--- config.mk ---
export PLATFORM = sky130hd
export DESIGN_NAME = word_serializer
export DESIGN_NICKNAME = d
export VERILOG_FILES = /design/src/rtl/word_serializer_pkg.sv /design/src/rtl/word_serializer_beat_counter.sv /design/src/rtl/word_serializer.sv
export SDC_FILE = /design/constraint.sdc
export NUM_CORES = 1
export LEC_CHECK = 0
export ABC_CLOCK_PERIOD_IN_PS = 3900
export CAP_MARGIN = 25
export CORE_MARGIN = 2
export CORE_UTILIZATION = 49
export CTS_BUF_LIST = sky130_fd_sc_hd__clkbuf_16
export CTS_CLUSTER_SIZE = 12
export DETAILED_ROUTE_END_ITERATION = 7
export GPL_TIMING_DRIVEN = 0
export PLACE_DENSITY = 0.86
export SETUP_SLACK_MARGIN = 0.2
export SYNTH_ARGS = -nofsm -noshare
export SYNTH_HDL_FRONTEND = slang
export SYNTH_SLANG_ARGS = --single-unit
export TNS_END_PERCENT = 10
--- constraint.sdc ---
create_clock -name clk -period 3.9 [get_ports clk]
set_input_delay 0.78 -clock clk [delete_from_list [all_inputs] [get_ports clk]]
set_output_delay 0.78 -clock clk [all_outputs]
set_load 0.02 [all_outputs]
--- src/rtl/word_serializer_pkg.sv ---
// Shared types and sizing helpers for the word serializer.
package word_serializer_pkg;

  typedef enum logic {
    IDLE  = 1'b0,
    SHIFT = 1'b1
  } state_t;

  function automatic int beats_per_word(input int data_width, input int chunk_width);
    return data_width / chunk_width;
  endfunction

  function automatic int cnt_width(input int n);
    return (n > 2) ? $clog2(n) : 1;
  endfunction

endpackage

--- src/rtl/word_serializer_beat_counter.sv ---
// Modulo-N beat counter with enable and synchronous clear; tc flags beat N-1.
module beat_counter #(
  parameter int N = 8,
  parameter int W = 3
) (
  input  logic clk,
  input  logic rstn,
  input  logic clr,
  input  logic en,
  output logic tc
);

  localparam logic [W-1:0] LAST = W'(N - 1);

  logic [W-1:0] cnt_p0;

  assign tc = (cnt_p0 == LAST);

  // Wrapping on tc returns the count to 0, which is also where a fresh word starts.
  always_ff @(posedge clk or negedge rstn) begin
    if (!rstn) begin
      cnt_p0 <= '0;
    end else if (clr) begin
      cnt_p0 <= '0;
    end else if (en) begin
      cnt_p0 <= tc ? '0 : cnt_p0 + W'(1);
    end
  end

endmodule

--- src/rtl/word_serializer.sv ---
// Word-to-beat serializer, MSB-first, with final-beat flag.
// Define WORD_SERIALIZER_BACK_TO_BACK_EN to accept the next word on the final-beat handshake.
module word_serializer
  import word_serializer_pkg::*;
#(
  parameter int DATA_WIDTH  = 8,
  parameter int CHUNK_WIDTH = 1
) (
  input  logic                   clk,
  input  logic                   rstn,
  input  logic                   clrh,
  input  logic                   in_valid,
  output logic                   in_ready,
  input  logic [DATA_WIDTH-1:0]  data_i,
  output logic                   out_valid,
  input  logic                   out_ready,
  output logic [CHUNK_WIDTH-1:0] data_o,
  output logic                   last_o,
  output logic                   busy_o
);

  localparam int N     = beats_per_word(DATA_WIDTH, CHUNK_WIDTH);
  localparam int CNT_W = cnt_width(N);

  if (((DATA_WIDTH % CHUNK_WIDTH) != 0) || (N < 2)) begin : g_param_check
    $error("word_serializer: DATA_WIDTH must be a multiple of CHUNK_WIDTH with at least 2 beats");
  end

  state_t                state_p0, state_d;
  logic [DATA_WIDTH-1:0] shreg_p0, shreg_d;
  logic                  tc;
  logic                  beat_fire;
  logic                  load;

  assign out_valid = (state_p0 == SHIFT);
  assign busy_o    = out_valid;
  assign last_o    = out_valid & tc;
  assign data_o    = shreg_p0[DATA_WIDTH-1 -: CHUNK_WIDTH];
  assign beat_fire = out_valid & out_ready & ~clrh;
  assign load      = in_valid & in_ready;

  always_comb begin
    in_ready = 1'b0;
    if (rstn && !clrh) begin
      if (state_p0 == IDLE) begin
        in_ready = 1'b1;
`ifdef WORD_SERIALIZER_BACK_TO_BACK_EN
      end else if (last_o && out_ready) begin
        in_ready = 1'b1;
`endif
      end
    end
  end

  beat_counter #(
    .N (N),
    .W (CNT_W)
  ) u_beat_counter (
    .clk  (clk),
    .rstn (rstn),
    .clr  (clrh),
    .en   (beat_fire),
    .tc   (tc)
  );

  always_comb begin
    state_d = state_p0;
    shreg_d = shreg_p0;
    if (clrh) begin
      state_d = IDLE;
      shreg_d = '0;
    end else begin
      case (state_p0)
        IDLE: begin
          if (load) begin
            state_d = SHIFT;
            shreg_d = data_i;
          end
        end
        SHIFT: begin
          if (out_ready) begin
            if (!tc) begin
              shreg_d = shreg_p0 << CHUNK_WIDTH;
            end else if (load) begin
              shreg_d = data_i;
            end else begin
              state_d = IDLE;
              shreg_d = '0;
            end
          end
        end
        default: begin
          state_d = IDLE;
          shreg_d = '0;
        end
      endcase
    end
  end

  // Stage p0: word/state register
  always_ff @(posedge clk or negedge rstn) begin
    if (!rstn) begin
      state_p0 <= IDLE;
      shreg_p0 <= '0;
    end else begin
      state_p0 <= state_d;
      shreg_p0 <= shreg_d;
    end
  end

endmodule
==> impl_metrics.tcl <==
set metrics [dict create \
    status "finished, final reports clean" \
    synth_cell_types 21 \
    die_x_um 40.7 \
    antenna_found_initial 0 \
    power.leakage_nw 0.425 \
    grt_pass1_wl_um 2080 \
    grt_pass1_vias 457 \
    synth-seq-cells 12 \
    start_util_pct 51.2 \
    drtIter0Drc 10 \
    avgSynthCellArea_um2 12.0 \
    chipHeight_um 40.7 \
    worstPathRequired_ps 3120 \
    drv_slew 0 \
    cp-start-kind "input port" \
    synth_top_area_share_pct 45.6 \
    clk_pin_slew_worst_paths_ps 40 \
    critPathKind "input port to primary output" \
    setup_tns_ps 0 \
    fmax_ghz 0.305 \
    netlist_instances 55 \
    synthTopCellsByArea "dfrtp_1, mux2_2, a22o_1, nand3b_4, ha_1" \
    antenna_cells 0 \
    drive_above_1_share_pct 23.0 \
    skew_ps 4.53 \
    hold_violations 0 \
    core_region_area_mm2 0.00128 \
    dr.pass1.iters 4 \
    cp-end-kind "primary output" \
    fin_crit_ps 3280 \
    ys_seq_area_share_pct 45.6 \
    cts_setup_buffers 0 \
    clock-sinks 12 \
    io_pins 18 \
    dieArea_mm2 0.00165 \
    routed_wl_um 1370 \
    cts.hold.buffers_added 0 \
    period_share_pct 84.0 \
    grt_max_degree 15 \
    row_count 13 \
    maxCapViolCount 0 \
    portBuffers 16 \
    via_per_inst 5.56 \
    clock_path_buffers 2 \
    multi_input_area_um2 330 \
    wl_per_cell_um 15.4 \
    cts_buffers 3 \
    area_growth_pct 38.6 \
    tightest_slew_ps 670 \
    synth_top_area_cell "dfrtp_1" \
    setup_viol 0 \
    max-slew-margin-rel_pct 55.2 \
    vias 495 \
    synth_fp_nets 70 \
    grt.overflow.total 0 \
    worstHoldPathType "register to register" \
    drc 0 \
    antenna_left 0 \
    synthesis.area_um2 658 \
    clkLatencyLatePin_ps 240 \
    regArea_um2 300 \
    power_density_mw_per_mm2 427 \
    layout_common_cells "clkdlybuf4s50_1, dfrtp_1, a22o_1, mux2_2, nand2_1" \
    place_congestion 0.590 \
    mostFrequentLayoutCell "clkdlybuf4s50_1" \
    cts-root-buf "clkbuf_16" \
    peakVddDrop_uv 446 \
    place_inst 86 \
    worstPathMaxFanout 14 \
    cts_tree "done" \
    fin_cells 89 \
    ys.warnings.count 0 \
    htreeDepth 1 \
    nFillCells 97 \
    rsz0062_at_grt "false" \
    crit_arrival_ps 2500 \
    finalPower_uw 390 \
    cts_resized 0 \
    grtUsageTotal_pct 20.1 \
    hpwl_um 948 \
    layout.nets 91 \
]
==> critical path, stage by stage <==
cell and delay, ps:
clkdlybuf4s50_1 900, and2_1 220, clkdlybuf4s50_1 590
==> cell usage after synthesis <==
cell type and instances:
nand3b_1 1, inv_1 1, dfrtp_1 12, nand3b_4 2
nand2_1 5, nor3b_4 1, a22o_1 6, buf_2 1
ha_1 2, buf_4 1, nand2b_1 1, nor2_2 1
and2_1 2, nand2_2 1, mux2_1 1, nand3_1 2
buf_6 1, a21oi_1 4, mux2_2 6, mux2i_1 2
nor2_1 2
==> cells by family after synthesis <==
family / synth area share [%]
adder cells (fa/ha/maj): 3.80
multiplexers: 15.0
AO/OA/AOI/OAI: 11.0
flip-flops: 45.6
buffers and inverters: 4.18
AND/OR/NAND/NOR: 20.3
==> sequential cells by signal, indices dropped and copies added (netlist names) <==
| register | count |
|---|---|
| shreg_p0 | 8 |
| u_beat_counter.cnt_p0 | 3 |
| busy_o | 1 |
==> through the flow <==
step / setup slack [ps] / hold slack (ps) / instance area, um^2 / util, %
2_1_floorplan: 1720 / 459 / 658 / -
3_3_place_gp: 598 / 489 / 837 / 65.1
3_5_place_dp: 614 / 497 / 837 / 65.1
4_1_cts: 608 / 507 / 912 / 71.0
5_1_grt: 500 / 510 / 912 / 71.0
6_report: 622 / 507 / 912 / 71.0
==> final cells by class <==
class | count | area share (%)
well taps | 15 | 2.06
clock buffers | 3 | 8.23
multi-input cells | 39 | 36.2
repair buffers | 16 | 17.6
inverters | 1 | 0.412
plain buffers | 3 | 2.61
flip-flops and latches | 12 | 32.9
==> power by group <==
group	switching [mW]	total (mW)	leakage (nW)	internal (mW)
logic	0.0274	0.0631	0.229	0.0357
registers	0.00650	0.142	0.159	0.136
clock network	0.0510	0.184	0.0370	0.133
total	0.0849	0.390	0.425	0.305
==> final timing paths <==
check	start	cells after the start	slack (ps)	to
setup / recovery	rstn	3	620	in_ready
hold / removal	shreg_p0[2]$_DFFE_PN0P_	1	510	shreg_p0[2]$_DFFE_PN0P_
setup reg to reg	u_beat_counter.cnt_p0[0]$_DFFE_PN0P_	5	2260	shreg_p0[5]$_DFFE_PN0P_
hold reg to reg	shreg_p0[2]$_DFFE_PN0P_	1	510	shreg_p0[2]$_DFFE_PN0P_
max in group asynchronous	rstn	1	2520	u_beat_counter.cnt_p0[1]$_DFFE_PN0P_
min in group asynchronous	rstn	1	950	shreg_p0[5]$_DFFE_PN0P_
==> per-layer routing <==
layer / GRT usage, % / share of wire (%) / vias to the layer above
met4: 7.50 / 0.44 / 0
met1: 22.9 / 41 / 241
li1: - / - / 235
met2: 35.7 / 55 / 17
met3: 4.89 / 4.1 / 2
met5: 0 / 0 / -
Note: power is estimated with default switching activity, not from simulation.
